**src/rtl/fe_buf_wr_ctrl_pkg.sv**
```systemverilog
// Shared constants, FSM encoding and helpers for the feature-buffer write controller.
package fe_buf_wr_ctrl_pkg;

  localparam int unsigned FE_IFM_WIDTH   = 8;
  localparam int unsigned FE_SCH_COL_NUM = 40;
  localparam int unsigned FE_PE_IC_NUM   = 4;
  localparam int unsigned FE_ADDR_WIDTH  = 10;
  localparam int unsigned FE_HALF_DEPTH  = 1 << (FE_ADDR_WIDTH - 1);

  localparam logic [1:0] ST_IDLE = 2'd0;
  localparam logic [1:0] ST_FILL = 2'd1;
  localparam logic [1:0] ST_WAIT = 2'd2;

  // Number of bank groups a tile row occupies: ceil(ch / ic).
  function automatic logic [14:0] ceil_div_ic(input logic [14:0] ch, input int unsigned ic);
    logic [31:0] sum;
    sum = 32'(ch) + ic - 32'd1;
    return 15'(sum / ic);
  endfunction

endpackage

```
**src/rtl/fe_buf_half_trk.sv**
```systemverilog
// Ping-pong half tracker: full flags plus write/read half pointers.
module fe_buf_half_trk (
  input  logic       clk,
  input  logic       rstn,
  input  logic       clr,
  input  logic       rel,
  input  logic       cmpl,
  output logic [1:0] full,
  output logic [1:0] full_nxt,
  output logic       wr_half
);

  logic rd_half;
  logic rel_ok;

  // Release is applied before completion so a half freed this cycle is visible to the full check.
  always_comb begin
    rel_ok   = rel & full[rd_half];
    full_nxt = full;
    if (rel_ok) full_nxt[rd_half] = 1'b0;
    if (cmpl)   full_nxt[wr_half] = 1'b1;
  end

  always_ff @(posedge clk or negedge rstn) begin
    if (!rstn) begin
      full    <= '0;
      wr_half <= 1'b0;
      rd_half <= 1'b0;
    end else if (clr) begin
      full    <= '0;
      wr_half <= 1'b0;
      rd_half <= 1'b0;
    end else begin
      full <= full_nxt;
      if (cmpl)   wr_half <= ~wr_half;
      if (rel_ok) rd_half <= ~rd_half;
    end
  end

endmodule

```
**src/rtl/fe_buf_wr_ctrl.sv**
```systemverilog
// Write-side controller: scatters loader beats into the feature banks and ping-pongs two halves.
module fe_buf_wr_ctrl
  import fe_buf_wr_ctrl_pkg::*;
#(
  parameter int unsigned IFM_WIDTH   = FE_IFM_WIDTH,
  parameter int unsigned SCH_COL_NUM = FE_SCH_COL_NUM,
  parameter int unsigned PE_IC_NUM   = FE_PE_IC_NUM,
  parameter int unsigned ADDR_WIDTH  = FE_ADDR_WIDTH
) (
  input  logic                             clk,
  input  logic                             rstn,
  input  logic                             ctrl2buf_layer_start,
  input  logic [14:0]                      tile_in_h,
  input  logic [14:0]                      tile_in_c,
  input  logic [7:0]                       tile_num,
  input  logic                             ld_vld,
  output logic                             ld_rdy,
  input  logic [SCH_COL_NUM*IFM_WIDTH-1:0] ld_dat,
  output logic [PE_IC_NUM-1:0]             fe_buf_wr_en,
  output logic [ADDR_WIDTH-1:0]            fe_buf_wr_addr,
  output logic [SCH_COL_NUM*IFM_WIDTH-1:0] fe_buf_wr_dat,
  output logic                             buf2sch_tile_rdy,
  output logic                             buf2sch_tile_half,
  input  logic                             sch2buf_rel,
  output logic                             buf2ctrl_layer_done,
  output logic                             cfg_err
);

  localparam int unsigned RB_W   = ADDR_WIDTH - 1;
  localparam int unsigned BANK_W = (PE_IC_NUM > 1) ? $clog2(PE_IC_NUM) : 1;
  localparam int unsigned HALF   = 1 << RB_W;
  localparam int unsigned DAT_W  = SCH_COL_NUM * IFM_WIDTH;

  logic [1:0]           state;
  logic [14:0]          cfg_h;
  logic [14:0]          cfg_c;
  logic [7:0]           cfg_tiles;
  logic [7:0]           tile_cnt;
  logic [RB_W-1:0]      grp_n;
  logic [RB_W-1:0]      row_base;
  logic [RB_W-1:0]      grp_cnt;
  logic [14:0]          h_cnt;
  logic [14:0]          c_cnt;
  logic [BANK_W-1:0]    bank;
  logic                 cfg_err_q;

  logic [PE_IC_NUM-1:0]  wr_en_q;
  logic [ADDR_WIDTH-1:0] addr_q;
  logic [DAT_W-1:0]      dat_q;
  logic                  tile_rdy_q;
  logic                  tile_half_q;
  logic                  layer_done_q;

  logic [14:0]          grp_n_in;
  logic [29:0]          prod;
  logic                 oversize;
  logic                 accept;
  logic                 last_c;
  logic                 last_h;
  logic                 tile_last;
  logic                 layer_last;
  logic [RB_W-1:0]      addr_low;
  logic [PE_IC_NUM-1:0] bank_oh;

  logic [1:0]           full;
  logic [1:0]           full_nxt;
  logic                 wr_half;
  logic                 clr;

  always_comb begin
    grp_n_in   = ceil_div_ic(tile_in_c, PE_IC_NUM);
    prod       = 30'(grp_n_in) * 30'(tile_in_h);
    oversize   = prod > 30'(HALF);
    ld_rdy     = (state == ST_FILL) & ~full[wr_half];
    // A beat offered alongside layer_start belongs to the aborted layer and is dropped.
    accept     = ld_vld & ld_rdy & ~ctrl2buf_layer_start;
    last_c     = (c_cnt == cfg_c - 15'd1);
    last_h     = (h_cnt == cfg_h - 15'd1);
    tile_last  = accept & last_c & last_h;
    layer_last = ((tile_cnt + 8'd1) == cfg_tiles);
    addr_low   = row_base + grp_cnt;
    clr        = ctrl2buf_layer_start & (state != ST_IDLE);
  end

  // Bank 0 drives the MSB of the enable vector.
  always_comb begin
    bank_oh = '0;
    for (int unsigned i = 0; i < PE_IC_NUM; i++) begin
      bank_oh[PE_IC_NUM-1-i] = (bank == BANK_W'(i));
    end
  end

  fe_buf_half_trk u_half_trk (
    .clk      (clk),
    .rstn     (rstn),
    .clr      (clr),
    .rel      (sch2buf_rel),
    .cmpl     (tile_last),
    .full     (full),
    .full_nxt (full_nxt),
    .wr_half  (wr_half)
  );

  always_ff @(posedge clk or negedge rstn) begin
    if (!rstn) begin
      state     <= ST_IDLE;
      cfg_h     <= '0;
      cfg_c     <= '0;
      cfg_tiles <= '0;
      grp_n     <= '0;
      tile_cnt  <= '0;
      h_cnt     <= '0;
      c_cnt     <= '0;
      bank      <= '0;
      grp_cnt   <= '0;
      row_base  <= '0;
      cfg_err_q <= 1'b0;
    end else if (ctrl2buf_layer_start) begin
      cfg_h     <= tile_in_h;
      cfg_c     <= tile_in_c;
      cfg_tiles <= tile_num;
      grp_n     <= grp_n_in[RB_W-1:0];
      tile_cnt  <= '0;
      h_cnt     <= '0;
      c_cnt     <= '0;
      bank      <= '0;
      grp_cnt   <= '0;
      row_base  <= '0;
      cfg_err_q <= oversize;
      state     <= oversize ? ST_IDLE : ST_FILL;
    end else begin
      if (accept) begin
        if (last_c) begin
          c_cnt   <= '0;
          bank    <= '0;
          grp_cnt <= '0;
          if (last_h) begin
            h_cnt    <= '0;
            row_base <= '0;
          end else begin
            h_cnt    <= h_cnt + 15'd1;
            row_base <= row_base + grp_n;
          end
        end else begin
          c_cnt <= c_cnt + 15'd1;
          if (bank == BANK_W'(PE_IC_NUM - 1)) begin
            bank    <= '0;
            grp_cnt <= grp_cnt + RB_W'(1);
          end else begin
            bank <= bank + BANK_W'(1);
          end
        end
      end
      case (state)
        ST_FILL: begin
          if (tile_last) begin
            tile_cnt <= tile_cnt + 8'd1;
            if (layer_last)              state <= ST_IDLE;
            else if (full_nxt[~wr_half]) state <= ST_WAIT;
          end
        end
        ST_WAIT: begin
          if (!full_nxt[wr_half]) state <= ST_FILL;
        end
        default: ;
      endcase
    end
  end

  always_ff @(posedge clk or negedge rstn) begin
    if (!rstn) begin
      wr_en_q      <= '0;
      addr_q       <= '0;
      dat_q        <= '0;
      tile_rdy_q   <= 1'b0;
      tile_half_q  <= 1'b0;
      layer_done_q <= 1'b0;
    end else begin
      wr_en_q <= accept ? bank_oh : '0;
      if (accept) begin
        addr_q <= {wr_half, addr_low};
        dat_q  <= ld_dat;
      end
      tile_rdy_q   <= tile_last;
      tile_half_q  <= tile_last & wr_half;
      layer_done_q <= tile_last & layer_last;
    end
  end

  assign fe_buf_wr_en        = wr_en_q;
  assign fe_buf_wr_addr      = addr_q;
  assign fe_buf_wr_dat       = dat_q;
  assign buf2sch_tile_rdy    = tile_rdy_q;
  assign buf2sch_tile_half   = tile_half_q;
  assign buf2ctrl_layer_done = layer_done_q;
  assign cfg_err             = cfg_err_q;

endmodule

```
**config.mk**
```make
export PLATFORM = sky130hd
export DESIGN_NAME = fe_buf_wr_ctrl
export DESIGN_NICKNAME = d
export VERILOG_FILES = /design/src/rtl/fe_buf_wr_ctrl_pkg.sv /design/src/rtl/fe_buf_half_trk.sv /design/src/rtl/fe_buf_wr_ctrl.sv
export SDC_FILE = /design/constraint.sdc
export NUM_CORES = 1
export LEC_CHECK = 0
export ABC_AREA = 0
export ABC_CLOCK_PERIOD_IN_PS = 3900
export CORE_AREA = 2 2 272 274
export DETAILED_ROUTE_END_ITERATION = 8
export DIE_AREA = 0 0 274 276
export PLACE_DENSITY = 0.72
export RECOVER_POWER = 100
export SLEW_MARGIN = 20
export SYNTH_ARGS = -nofsm -noshare
export SYNTH_HDL_FRONTEND = slang
export SYNTH_SLANG_ARGS = --single-unit
```
**constraint.sdc**
```tcl
create_clock -name clk -period 3.9 [get_ports clk]
set_input_delay 1.17 -clock clk [delete_from_list [all_inputs] [get_ports clk]]
set_output_delay 1.17 -clock clk [all_outputs]
set_load 0.1 [all_outputs]
```
; Word level (Yosys, flattened, before mapping)
; Cells that the tools add are included.
; Widths: inputs -> output; s select.
[word_totals]
ff_bits = 449
inputBits = 363
output_inout_bits = 339
elab_cells = 131
[op_classes]
n_addsub = 11
mul = 1
order_cmp = 6
eq_ne = 11
n_mux = 49
n_bitwise = 16
reduce_logical = 16
[op_table]
columns = operator, count
row1 = $mux 15, 7
row2 = $mux 9, 8
row3 = $add 15x1->15 const B, 2
row4 = $eq 15x15->1, 2
row5 = $gt 30x10->1 const B, 1
row6 = $mul 15x15->30, 1
row7 = $sub 15x1->15 const B, 2
row8 = $mux 2, 12
row9 = $mux 8, 3
row10 = $add 9x9->9, 2
row11 = $sub 16x1->17 const B, 1
row12 = $add 15x3->16 const B, 1
row13 = $mux 1, 15
row14 = $reduce_bool 2->1, 7
row15 = $add 9x1->9 const B, 1
row16 = $and 1x1->1, 9
row17 = $add 8x1->8 const B, 1
row18 = $eq 8x8->1, 1
row19 = $eq 2x2->1 const B, 3
row20 = $lt 1x2->1 const B, 3
row21 = $ne 3x3->1 const B, 2
row22 = $reduce_and 2->1, 3
row23 = $reduce_bool 3->1, 2
row24 = $eq 2x1->1 const B, 2
row25 = other kinds (13), 19

; Logic depth before layout (Yosys ltp)
; Gate-level depths: netlist of the first run.
[logic_depth]
ltp_word = 16
mapped_depth = 31
ltp_nobuf = 30

; Hierarchy
; From an unflattened synthesis of the first run, not the netlist that was laid out.
[hier_totals]
hier_cells = 3007
hier_area_um2 = 26883.3
[by_module_without_submodules]
columns = mod, n_inst, cells_each, area_per_inst_um2
row1 = fe_buf_wr_ctrl, 1, 2988, 26678.1
row2 = fe_buf_half_trk, 1, 19, 205.2

; Least setup slack after synthesis of the first run
; No wires, ideal clock.
[synth_timing]
path_type = input-to-reg
start = input port tile_in_c[0]
end = register cfg_err_q, in the netlist cfg_err
setup_ps = 137
arrival_ps = 8231
required_ps = 3763
slack_ps = -4469
cell_stages = 30
cell_sequence = o211a_1 > and3_1 > nand3_1 > nor2_1 > nand3_1 > nor2_1 > nand2_1 > xnor2_1 > clkbuf_1 > and2_1 > fa_1 > inv_1 > fa_1 > inv_1 > fa_1 > fa_1 > fa_1 > inv_1 > fa_1 > inv_1 > ha_1 > clkbuf_1 > nand4_1 > or3b_2 > o311ai_0 > a221oi_1 > a211oi_1 > nand4_1 > a2111oi_1 > nor2_1
[synth_between]
elab_chain_len = 4
[synth_lines]
columns = item, line
row1 = from (decl), fe_buf_wr_ctrl.sv:14  ; input logic [14:0] tile_in_c,
row2 = $add 15x3->16, fe_buf_wr_ctrl_pkg.sv:17  ; sum = 32'(ch) + ic - 32'd1;
row3 = $sub 16x1->17, fe_buf_wr_ctrl_pkg.sv:17
row4 = $mul 15x15->30, fe_buf_wr_ctrl.sv:72  ; prod = 30'(grp_n_in) * 30'(tile_in_h);
row5 = $gt 30x10->1, fe_buf_wr_ctrl.sv:73  ; oversize = prod > 30'(HALF);
row6 = to (signal assigned), fe_buf_wr_ctrl.sv:129  ; cfg_err_q <= oversize;
row7 = to (decl), fe_buf_wr_ctrl.sv:45  ; logic cfg_err_q;
; Every way passes these cells.
; A chain may end at the register's enable or synchronous reset.

; Final worst setup path of the first run
[layout_timing]
start = input port tile_in_c[2]
end = register cfg_err_q, in the netlist cfg_err
; The elaborated chain is that of the path after synthesis.

==> Flow_metrics.wiki, run 1 <==
{| class="wikitable"
! Metric !! Value
|-
| Outcome || finished with violations
|-
| Violated checks || max-capacitance violations, max-slew violations, negative setup slack
|-
| Via count || 24,000
|-
| Switching part of the total || 38.6%
|-
| Cell at the root of the clock tree || sky130_fd_sc_hd__clkbuf_16
|-
| Unrepaired setup endpoints after global routing || yes
|-
| First DRT Iteration DRCs || 1,639
|-
| Hold-fix buffers at CTS || 0
|-
| Slew at the pin closest to its max-slew limit || 1690 ps
|-
| Number of enable flip-flop cells after synthesis || 0
|-
| Initial cell density of the core || 37.0%
|-
| Number of pins exceeding their max-slew limit in the final report || 144
|-
| Hold Path Class || reg2reg
|-
| Area grow syn2layout || 38.7%
|-
| Number of filler cells placed in the layout || 6,986
|-
| Clk_skew || 34.4 ps
|-
| Total grt overflow || 0
|-
| Die outline area || 0.0756 sq mm
|-
| Max-capacitance violation count || 32
|-
| I/O pin cnt || 702
|-
| Slowest stage cell on the critical path || sky130_fd_sc_hd__fa_1
|-
| Sw power || 0.00976 W
|-
| Top_reg_cell synth || sky130_fd_sc_hd__dfrtp_1
|-
| Part of the Yosys area used for sequential elements || 41.9%
|-
| Clock tree from TritonCTS || built
|-
| DP Cell Count || 4,750
|-
| Final Instance Count excl. Fillers || 4,890
|-
| Sum Neg Setup Slack || -7140 ps
|-
| Worst setup EP type || register
|-
| Die width || 274 um
|-
| Number of antenna violations at the first check in global routing || 43
|-
| Hold path start || fe_buf_wr_dat[204]
|-
| Post-detailed-routing wire length || 113 mm
|-
| Post-route total power || 0.0253 W
|-
| Largest net degree at the start of global routing || 93
|-
| Clock insertion delay at the later pin of the skew report || 610 ps
|-
| Flip-flop and latch count after synthesis || 449
|-
| Part of the total power dissipated in combinational logic || 60.3%
|-
| Post-detailed-route wirelength per cell || 23.1 um
|-
| Maximum root-to-sink buffer count || 3
|-
| Worst Hold End || fe_buf_wr_dat[204]
|-
| Gpl congestion || 0.950
|-
| Overall fraction of global-route tracks in use || 29.6%
|-
| Number of port buffers || 701
|-
| Reg-to-reg startpoint || cfg_c[0]
|-
| Fin util || 51.3%
|-
| Fraction of registers with async set or reset after synthesis || 100%
|-
| Core Footprint || 0.0726 sq mm
|-
| Library cell appearing most often on the critical path || sky130_fd_sc_hd__fa_1
|-
| Number of distinct standard cells referenced by the synthesized netlist || 69
|-
| Number of cells produced by synthesis || 3,010
|-
| Fraction of layout instances using a drive strength above 1 || 12.0%
|-
| CP Buf/Inv Count || 8
|-
| Peak supply drop || 1.13 mV
|-
| Post-synth net total || 3,653
|-
| Reg power frac || 19.0%
|-
| First-pass GRT wire length || 164 mm
|-
| Part of the cycle the worst path needs || 191%
|-
| Largest fanout of any net on the critical path || 6
|-
| Final Net Count || 4,517
|-
| Power density of the placed cells || 680 mW/mm^2
|-
| Slew headroom || -12.4%
|-
| Post-placement setup slack || -5080 ps
|-
| Slowest cell delay on critical path || 510 ps
|-
| Min setup slack post-route || -3560 ps
|-
| Share of total power in the clock network || 20.8%
|-
| Via count normalized by instance count || 4.91
|-
| Critical path arrival || 7930 ps
|-
| Worst reg2reg setup slack || -10 ps
|-
| Reg clk slew, reported paths || 60 ps
|-
| Stages on the worst setup path || 32
|-
| Warnings from Yosys || 0
|-
| Via count of the first global-routing pass || 24,300
|-
| Highest Clock Rate || 134 MHz
|-
| Final Critical Period || 7460 ps
|-
| Leakage power || 18.8 nW
|-
| Number of detailed-routing iterations run before antenna repair || 5
|-
| DRC viols || 0
|-
| Detailed placement HPWL || 92.8 mm
|-
| ANT nets after route || 0
|-
| Num CTS Buffers || 50
|-
| Capture instance of the worst register-to-register path || c_cnt[12]
|-
| Reg2Reg Depth || 11
|-
| Data required time at the worst endpoint || 4370 ps
|-
| Number of placement rows || 99
|-
| CP top delay family || adder cells
|-
| Syn avg cell area || 8.91 sq um
|-
| Clock sink count || 449
|-
| Internal Pwr Total || 0.0155 W
|-
| Die outline height || 276 um
|-
| Critical Path Source Type || input pin
|-
| Kind of critical path || in2reg
|-
| Cell depth of the worst hold path || 2
|-
| Netlist area before placement || 0.0268 sq mm
|-
| H-Tree Depth || 2
|-
| Setup violations, final || 5
|-
| Final hold violation count || 0
|}
stage by stage:
| step | hold WS (ps) | cell area [sq um] |
|---|---|---|
| after global placement | 456 | 35900 |
| after detailed placement | 461 | 35900 |
| after global routing | 487 | 37200 |
| after CTS | 476 | 38100 |
| after floorplan | 465 | 27000 |
| final | 468 | 37200 |
layer usage:
metal,track usage (%),routed length (um),up-vias
li1,-,-,11300
met1,32.2,41200,11600
met2,51.1,55000,793
met3,9.21,9050,212
met4,15.8,7540,54
met5,0.128,327,-
worst max-delay path by stage:
stage                            start  endpoint  slack [ps]
after CTS                 tile_in_c[2]   cfg_err       -3550
final                     tile_in_c[2]   cfg_err       -3560
after global routing      tile_in_c[1]   cfg_err       -3870
after floorplan           tile_in_c[1]   cfg_err       -3870
after global placement    tile_in_c[2]   cfg_err       -4960
after detailed placement  tile_in_c[2]   cfg_err       -5080
cell families after synthesis:
| logic type | after synthesis | share of synthesized area [%] |
|---|---|---|
| AOI/OAI and AO/OA | 271 | 6.38 |
| xor gates and xnor gates | 94 | 3.07 |
| adders and majority gates | 280 | 17.5 |
| buffers and inverters | 355 | 5.05 |
| DFF | 449 | 41.9 |
| muxes | 50 | 2.08 |
| and+or+nand+nor | 1511 | 24.1 |
tightest hold or removal path: cells and delay by family, from the launching register on:
kind,cells,cell delay (ps)
AND/OR/NAND/NOR,2,100
flip-flops,1,340
layout make-up:
type | instances | area [sq um] | area share, %
Clock buffer | 63 | 1360 | 3.66
Clock inverter | 30 | 452 | 1.21
Inverter | 216 | 811 | 2.18
Antenna cell | 16 | 40.0 | 0.108
Multi-Input combinational cell | 2206 | 14800 | 39.7
Sequential cell | 449 | 11200 | 30.2
Tap cell | 959 | 1200 | 3.22
Timing Repair Buffer | 951 | 7320 | 19.7
registers in the layout, indices dropped and copies added, names as in the netlist, 10 cells and up:
name            flops
fe_buf_wr_addr     10
fe_buf_wr_dat     320
cfg_c              15
cfg_h              15
h_cnt              15
c_cnt              15
placed cells by master (no fill, tap or decap), types with 10 or more instances in the layout:
cell	netlist	routed
sky130_fd_sc_hd__nand2_1	1142	1134
sky130_fd_sc_hd__dfrtp_1	449	449
sky130_fd_sc_hd__clkdlybuf4s50_1	0	350
sky130_fd_sc_hd__clkbuf_1	125	304
sky130_fd_sc_hd__inv_1	216	206
sky130_fd_sc_hd__buf_4	0	193
sky130_fd_sc_hd__fa_1	157	156
sky130_fd_sc_hd__and2_1	136	125
sky130_fd_sc_hd__ha_1	123	110
sky130_fd_sc_hd__o21ai_0	94	90
sky130_fd_sc_hd__nor2_1	63	60
sky130_fd_sc_hd__clkbuf_16	0	51
sky130_fd_sc_hd__dlygate4sd3_1	0	51
sky130_fd_sc_hd__xnor2_1	52	48
sky130_fd_sc_hd__mux2_2	45	44
sky130_fd_sc_hd__a21oi_1	50	42
sky130_fd_sc_hd__xor2_1	42	40
sky130_fd_sc_hd__and3_1	26	25
sky130_fd_sc_hd__a21o_1	25	25
sky130_fd_sc_hd__nand3_1	26	23
sky130_fd_sc_hd__buf_12	0	20
sky130_fd_sc_hd__diode_2	0	16
sky130_fd_sc_hd__nand2b_1	16	16
sky130_fd_sc_hd__nor3b_1	15	16
sky130_fd_sc_hd__nor3_1	14	14
sky130_fd_sc_hd__buf_6	1	14
sky130_fd_sc_hd__ha_4	0	13
sky130_fd_sc_hd__nand4_1	12	12
sky130_fd_sc_hd__clkinv_2	0	11
sky130_fd_sc_hd__o21a_1	10	10
sky130_fd_sc_hd__a31oi_1	10	10
sky130_fd_sc_hd__inv_2	0	10
sky130_fd_sc_hd__bufinv_16	0	10
sky130_fd_sc_hd__clkbuf_2	0	10
synthesized netlist by cell type (45+ instances only):
| cell type | instances | share of area, % |
|---|---|---|
| sky130_fd_sc_hd__a21oi_1 | 50 | 0.93 |
| sky130_fd_sc_hd__and2_1 | 136 | 3.2 |
| sky130_fd_sc_hd__clkbuf_1 | 125 | 1.7 |
| sky130_fd_sc_hd__dfrtp_1 | 449 | 42 |
| sky130_fd_sc_hd__fa_1 | 157 | 12 |
| sky130_fd_sc_hd__ha_1 | 123 | 5.7 |
| sky130_fd_sc_hd__inv_1 | 216 | 3.0 |
| sky130_fd_sc_hd__mux2_2 | 45 | 1.9 |
| sky130_fd_sc_hd__nand2_1 | 1142 | 16 |
| sky130_fd_sc_hd__nor2_1 | 63 | 0.88 |
| sky130_fd_sc_hd__o21ai_0 | 94 | 1.8 |
| sky130_fd_sc_hd__xnor2_1 | 52 | 1.7 |
power groups by stage:
stage                     combinational [W]  sequential, W  clock (W)
final                                0.0153        0.00480    0.00526
after global routing                 0.0168        0.00481    0.00554
after CTS                            0.0140        0.00480    0.00534
after detailed placement             0.0123        0.00489          0
after global placement               0.0126        0.00488          0
after floorplan                     0.00733        0.00490          0
repair_timing:
action	CTS	global route
gates resized for setup	78	44
pin swaps	53	28
buffers inserted	18	11
endpoints found under the setup margin	2	2
cloned	2	1
No activity file was read; power rests on OpenSTA's default activity.
==> inputs of run 2 (changes only) <==
- CELL_PAD_IN_SITES_DETAIL_PLACEMENT: default -> 2
- CELL_PAD_IN_SITES_GLOBAL_PLACEMENT: default -> 2
- CORE_AREA: 2 2 272 274 -> default
- CORE_ASPECT_RATIO: default -> 1.4
- CORE_MARGIN: default -> 2
- CORE_UTILIZATION: default -> 29
- DIE_AREA: 0 0 274 276 -> default
- PLACE_DENSITY: 0.72 -> 0.89
==> run 2 against run 1 <==
  * The run still ends with max-capacitance violations, max-slew violations, negative setup slack left
  * Via count up 13%
  * Routed wire length up 35%
  * Clock skew down 2.1 ps
  * Utilization down 9.2 points
  * Sequential cell count unchanged
  * First-iteration DRC count up 10%
==> Flow_metrics.wiki, run 2 (synthesized netlist as in run 1, its figures left out) <==
{| class="wikitable"
! Metric !! Value
|-
| Outcome || finished with violations
|-
| Violated checks || max-capacitance violations, max-slew violations, negative setup slack
|-
| Data required time at the worst endpoint || 4420 ps (+50 ps)
|-
| Number of antenna violations at the first check in global routing || 15 (-65%)
|-
| Final hold violation count || 0 (unchanged)
|-
| Unrepaired setup endpoints after global routing || yes
|-
| Max-capacitance violation count || 1 (-97%)
|-
| Sw power || 0.0138 W (+42%)
|-
| Area grow syn2layout || 44.6%
|-
| Number of pins exceeding their max-slew limit in the final report || 86 (-40%)
|-
| Largest fanout of any net on the critical path || 5 (-1)
|-
| Core Footprint || 0.0922 sq mm (+27%)
|-
| Final Net Count || 4,538 (+0.46%)
|-
| Leakage power || 19.9 nW (+5.8%)
|-
| Die outline area || 0.0950 sq mm (+26%)
|-
| DRC viols || 0 (unchanged)
|-
| Clk_skew || 32.4 ps (-2.06 ps)
|-
| First DRT Iteration DRCs || 1,809 (+10%)
|-
| Post-placement setup slack || -5820 ps (-735 ps)
|-
| Clock tree from TritonCTS || built
|-
| Final Instance Count excl. Fillers || 5,140 (+5.1%)
|-
| Num CTS Buffers || 51 (+2.0%)
|-
| Highest-count cells in the layout ignoring fill and taps || sky130_fd_sc_hd__nand2_1 (1,137), sky130_fd_sc_hd__buf_4 (506), sky130_fd_sc_hd__dfrtp_1 (449)
|-
| ANT nets after route || 0 (unchanged)
|-
| Maximum root-to-sink buffer count || 3 (unchanged)
|-
| DP Cell Count || 5,010 (+5.5%)
|-
| Die outline height || 364 um (+32%)
|-
| Part of the cycle the worst path needs || 224% (+33 points)
|-
| Number of filler cells placed in the layout || 9,932 (+42%)
|-
| Hold Path Class || reg2reg
|-
| H-Tree Depth || 2 (unchanged)
|-
| Hold-fix buffers at CTS || 0 (unchanged)
|-
| Reg clk slew, reported paths || 70 ps (about the same)
|-
| Slew at the pin closest to its max-slew limit || 2690 ps (+1010 ps)
|-
| Highest Clock Rate || 115 MHz (-15%)
|-
| Slew headroom || -79.4% (-67 points)
|-
| Detailed placement HPWL || 106 mm (+15%)
|-
| Total grt overflow || 0 (unchanged)
|-
| Peak supply drop || 0.956 mV (-16%)
|-
| Most common cell after layout, fill and taps aside || sky130_fd_sc_hd__nand2_1
|-
| Setup violations, final || 2 (-3)
|-
| Initial cell density of the core || 29.1% (-7.8 points)
|-
| Power density of the placed cells || 765 mW/mm^2 (+12%)
|-
| Slowest cell delay on critical path || 680 ps (+170 ps)
|-
| Share of total power in the clock network || 17.6% (-3.2 points)
|-
| Flip-flop count of the largest register after layout || 320 (unchanged)
|-
| Critical path arrival || 9250 ps (+1320 ps)
|-
| Largest net degree at the start of global routing || 96 (+3.2%)
|-
| Die width || 261 um (-4.7%)
|-
| Via count of the first global-routing pass || 31,000 (+28%)
|-
| Number of detailed-routing iterations run before antenna repair || 5 (unchanged)
|-
| Min setup slack post-route || -4830 ps (-1270 ps)
|-
| Kind of critical path || in2reg
|-
| Final Critical Period || 8730 ps (+1270 ps)
|-
| Clock insertion delay at the later pin of the skew report || 640 ps (+30 ps)
|-
| Post-detailed-routing wire length || 153 mm (+35%)
|-
| Overall fraction of global-route tracks in use || 30.3% (+0.72 points)
|-
| Via count normalized by instance count || 5.27 (+7.3%)
|-
| Internal Pwr Total || 0.0158 W (+1.9%)
|-
| Gpl congestion || 0.865 (-9.0%)
|-
| Worst setup EP type || register
|-
| Fraction of layout instances using a drive strength above 1 || 20.6% (+8.6 points)
|-
| Part of the total power dissipated in combinational logic || 66.1% (+5.8 points)
|-
| Reg power frac || 16.3% (-2.7 points)
|-
| Clock sink count || 449 (unchanged)
|-
| Number of port buffers || 701 (unchanged)
|-
| Slowest stage cell on the critical path || sky130_fd_sc_hd__nor4_2
|-
| Number of placement rows || 132 (+33%)
|-
| Cell at the root of the clock tree || sky130_fd_sc_hd__clkbuf_16
|-
| Critical Path Source Type || input pin
|-
| Library cell appearing most often on the critical path || sky130_fd_sc_hd__fa_1
|-
| Via count || 27,100 (+13%)
|-
| First-pass GRT wire length || 212 mm (+29%)
|-
| I/O pin cnt || 702 (unchanged)
|-
| Switching part of the total || 46.6% (+8.0 points)
|-
| Post-detailed-route wirelength per cell || 29.7 um (+28%)
|}
## run 2: cell count changes in the layout (fill, tap and decap cells not counted), moves of 12 or more
cell,before,now
sky130_fd_sc_hd__buf_4,193,506
sky130_fd_sc_hd__clkbuf_1,304,11
sky130_fd_sc_hd__clkdlybuf4s50_1,350,409
sky130_fd_sc_hd__diode_2,16,3
sky130_fd_sc_hd__dlygate4sd3_1,51,0
sky130_fd_sc_hd__inv_1,206,194
sky130_fd_sc_hd__inv_2,10,22
## run 2: power by group through the flow
stage / clock, W / sequential, W / combinational [W]
finish: 0.00522 / 0.00482 / 0.0196
global route: 0.00547 / 0.00483 / 0.0200
CTS: 0.00531 / 0.00482 / 0.0156
detailed placement: 0 / 0.00490 / 0.0137
global placement: 0 / 0.00488 / 0.0124
floorplan: 0 / 0.00490 / 0.00733
## run 2: through the flow
stage | cell area (sq um) | hold slack [ps] | setup TNS, ps | total power (W) | utilization, %
floorplan | 27000 | 465 | -7720 | 0.0122 | -
global placement | 36300 | 456 | -9810 | 0.0173 | 39.3
detailed placement | 36300 | 462 | -11620 | 0.0186 | 39.3
CTS | 38400 | 478 | -8270 | 0.0257 | 41.7
global route | 38800 | 502 | -22090 | 0.0303 | 42.1
finish | 38800 | 474 | -9650 | 0.0297 | 42.1
## run 2: what timing repair did
item                                    4_1_cts  5_1_grt
buffers inserted                             21       18
pin swaps                                    38       83
endpoints found under the setup margin        2       26
resized for setup                            79       86
## run 2: worst paths after layout
kind | cells past startpoint | endpoint | slack, ps | from
setup / recovery | 35 | cfg_err | -4830 | tile_in_c[1]
hold / removal | 2 | fe_buf_wr_dat[207] | 470 | fe_buf_wr_dat[207]
setup reg to reg | 10 | tile_cnt[7] | 30 | cfg_c[2]
hold reg to reg | 2 | fe_buf_wr_dat[207] | 470 | fe_buf_wr_dat[207]
max in group asynchronous | 2 | fe_buf_wr_dat[309] | 230 | rstn
min in group asynchronous | 1 | state[0] | 1370 | rstn
## run 2: final cells by class
| class | instances | area, sq um | share of cell area (%) |
|---|---|---|---|
| Antenna cell | 3 | 7.51 | 0.0194 |
| Clock buffer | 67 | 1450 | 3.73 |
| Clock inverter | 22 | 305 | 0.787 |
| Inverter | 216 | 811 | 2.09 |
| Multi-Input combinational cell | 2206 | 14900 | 38.5 |
| Sequential cell | 449 | 11200 | 29.0 |
| Tap cell | 1206 | 1510 | 3.89 |
| Timing Repair Buffer | 971 | 8550 | 22.0 |
## run 2: layer usage
metal  wire, um  track usage (%)  vias up
met5        170                0        -
met1      51100             30.8    13600
li1           -                -    11300
met3      12300             7.73      685
met4      15300             24.4       28
met2      73700             52.5     1445
## run 2: worst max-delay path: cells and delay by family
family | cells | cell delay [ps]
adders and majority gates | 7 | 3530
buffers and inverters | 10 | 1210
AOI/OAI and AO/OA | 5 | 890
xor gates and xnor gates | 2 | 430
and+or+nand+nor | 11 | 1980
==> inputs of run 3 (changes only) <==
- CORE_ASPECT_RATIO: 1.4 -> default
==> run 3 against run 2 <==
  * Cell count shrank 0.80%
  * Via count shrank 1.8%
  * The flow still finishes with violations (max-capacitance violations, max-slew violations, negative setup slack)
  * Clock skew down 5.1 ps
  * Power shrank 7.6%
  * Highest routed layer unchanged
  * Fmax up 9.1%
  * Hold slack about the same
  * Cell area down 4.0%
  * Routed wire length rose by 2.6%
  * Utilization fell by 1.4 points
  * Die area barely moved
==> Flow_metrics.wiki, run 3 (synthesized netlist as in run 1, its figures left out) <==
{| class="wikitable"
! Metric !! Value
|-
| Largest fanout of any net on the critical path || 8 (+3)
|-
| Largest net degree at the start of global routing || 126 (+31%)
|-
| Final hold violation count || 0 (unchanged)
|-
| Library cell appearing most often on the critical path || sky130_fd_sc_hd__fa_1
|-
| Clk_skew || 27.3 ps (-5.05 ps)
|-
| Hold Path Class || reg2reg
|-
| Final Hold Slack || 474 ps (-0.0900 ps)
|-
| Post-detailed-route wirelength per cell || 30.7 um (+3.5%)
|-
| Max-capacitance violation count || 23 (+22)
|-
| Num CTS Buffers || 50 (-2.0%)
|-
| Total non-filler cell area in the finished layout || 0.0373 sq mm (-4.0%)
|-
| Critical path arrival || 8500 ps (-750 ps)
|-
| Number of antenna violations at the first check in global routing || 30 (+15)
|-
| Hold-fix buffers at CTS || 0 (unchanged)
|-
| ANT nets after route || 0 (unchanged)
|-
| Data required time at the worst endpoint || 4400 ps (-20 ps)
|-
| Metal1 wirelength || 53.6 mm (+4.9%)
|-
| Fin util || 40.6% (-1.4 points)
|-
| Number of pins exceeding their max-slew limit in the final report || 125 (+45%)
|-
| Die outline height || 308 um (-15%)
|-
| Highest Clock Rate || 125 MHz (+9.1%)
|-
| Sum Neg Setup Slack || -10,510 ps (-864 ps)
|-
| Area grow syn2layout || 38.9%
|-
| Metal2 WL || 73.3 mm (-0.56%)
|-
| Outcome || finished with violations
|-
| Part of the cycle the worst path needs || 205% (-19 points)
|-
| H-Tree Depth || 2 (unchanged)
|-
| Final Net Count || 4,497 (-0.90%)
|-
| Clock sink count || 449 (unchanged)
|-
| Overall fraction of global-route tracks in use || 31.7% (+1.4 points)
|-
| Cell at the root of the clock tree || sky130_fd_sc_hd__clkbuf_16
|-
| Maximum root-to-sink buffer count || 3 (unchanged)
|-
| Post-detailed-routing wire length || 157 mm (+2.6%)
|-
| Clock tree from TritonCTS || built
|-
| Die width || 308 um (+18%)
|-
| Number of placement rows || 111 (-16%)
|-
| Leakage power || 18.7 nW (-6.3%)
|-
| Min setup slack post-route || -4100 ps (+725 ps)
|-
| First DRT Iteration DRCs || 1,655 (-8.5%)
|-
| Die outline area || 0.0950 sq mm (about the same)
|-
| Violated checks || max-capacitance violations, max-slew violations, negative setup slack
|-
| Fraction of layout instances using a drive strength above 1 || 11.8% (-8.8 points)
|-
| Slew headroom || -68.0% (+11 points)
|-
| Total grt overflow || 0 (unchanged)
|-
| Gpl congestion || 0.892 (+3.1%)
|-
| Flip-flop count of the largest register after layout || 320 (unchanged)
|-
| Reg clk slew, reported paths || 60 ps (about the same)
|-
| Core Footprint || 0.0917 sq mm (-0.54%)
|-
| Final Critical Period || 8000 ps (-725 ps)
|-
| Number of detailed-routing iterations run before antenna repair || 6 (+1)
|-
| Slowest stage cell on the critical path || sky130_fd_sc_hd__fa_1
|-
| Highest-count cells in the layout ignoring fill and taps || sky130_fd_sc_hd__nand2_1 (1,138), sky130_fd_sc_hd__dfrtp_1 (449), sky130_fd_sc_hd__clkdlybuf4s50_1 (351)
|-
| Via count of the first global-routing pass || 30,600 (-1.3%)
|-
| Via count normalized by instance count || 5.21 (-1.0%)
|-
| Highest signal layer in the routed design || met5
|-
| Worst setup EP type || register
|-
| Number of port buffers || 701 (unchanged)
|-
| Setup violations, final || 41 (+39)
|-
| Initial cell density of the core || 29.3% (+0.16 points)
|-
| Unrepaired setup endpoints after global routing || yes
|-
| Clock insertion delay at the later pin of the skew report || 640 ps (about the same)
|-
| Detailed-routed wire length on met3 || 12.8 mm (+3.9%)
|-
| First-pass GRT wire length || 219 mm (+3.1%)
|-
| DRC viols || 0 (unchanged)
|-
| Placement-stage cell area || 0.0361 sq mm (-0.37%)
|-
| Slew at the pin closest to its max-slew limit || 2520 ps (-172 ps)
|-
| I/O pin cnt || 702 (unchanged)
|-
| Critical Path Source Type || input pin
|-
| Slowest cell delay on critical path || 550 ps (-130 ps)
|-
| Power density of the placed cells || 735 mW/mm^2 (-3.8%)
|-
| Most common cell after layout, fill and taps aside || sky130_fd_sc_hd__nand2_1
|-
| Worst reg2reg setup slack || -160 ps (-190 ps)
|-
| Peak supply drop || 0.920 mV (-3.8%)
|-
| Via count || 26,600 (-1.8%)
|-
| Detailed placement HPWL || 112 mm (+5.8%)
|-
| Kind of critical path || in2reg
|}
[run 3: metal layers]
layer / global-route usage (%) / up-vias
li1: - / 11200
met1: 32.4 / 13600
met2: 53.0 / 1128
met3: 10.4 / 547
met4: 25.9 / 22
met5: 0 / -
[run 3: metrics by stage]
stage	instances	total power, W	setup slack [ps]
2_1_floorplan	3010	0.0122	-3870
3_3_place_gp	4962	0.0172	-4880
3_5_place_dp	4962	0.0181	-5340
4_1_cts	5068	0.0250	-3880
5_1_grt	5078	0.0286	-4290
6_report	5099	0.0274	-4100
[run 3: final cells by class]
class | count | area, sq um
Timing Repair Buffer | 931 | 7140
Fill cell | 10100 | 54400
Clock buffer | 68 | 1440
Sequential cell | 449 | 11200
Inverter | 216 | 811
Clock inverter | 22 | 265
Tap cell | 1186 | 1480
Multi-Input combinational cell | 2206 | 14800
Antenna cell | 21 | 52.6
[run 3: where the power goes]
part | internal [W] | switching (W) | total (W)
Clock | 0.00293 | 0.00222 | 0.00514
Sequential | 0.00472 | 0.0000904 | 0.00481
Combinational | 0.00790 | 0.00955 | 0.0174
[run 3: what timing repair did]
action,CTS,global route
resized for setup,89,50
buffers inserted,17,11
setup endpoints to repair,2,7
pin swaps,59,43
[run 3: critical path, delay by kind of cell]
family / cells / cell delay [ps]
AO/OA/AOI/OAI: 4 / 990
adder cells (fa/ha/maj): 7 / 3370
AND/OR/NAND/NOR: 11 / 1830
buffers and inverters: 8 / 840
XOR/XNOR: 2 / 270
[run 3: worst paths after layout]
check,startpoint,cells after the start,to
setup / recovery,tile_in_c[0],32,cfg_err
hold / removal,fe_buf_wr_dat[96],2,fe_buf_wr_dat[96]
setup reg to reg,cfg_c[0],9,h_cnt[2]
hold reg to reg,fe_buf_wr_dat[96],2,fe_buf_wr_dat[96]
max in group asynchronous,rstn,3,fe_buf_wr_addr[7]
min in group asynchronous,rstn,1,fe_buf_wr_dat[197]
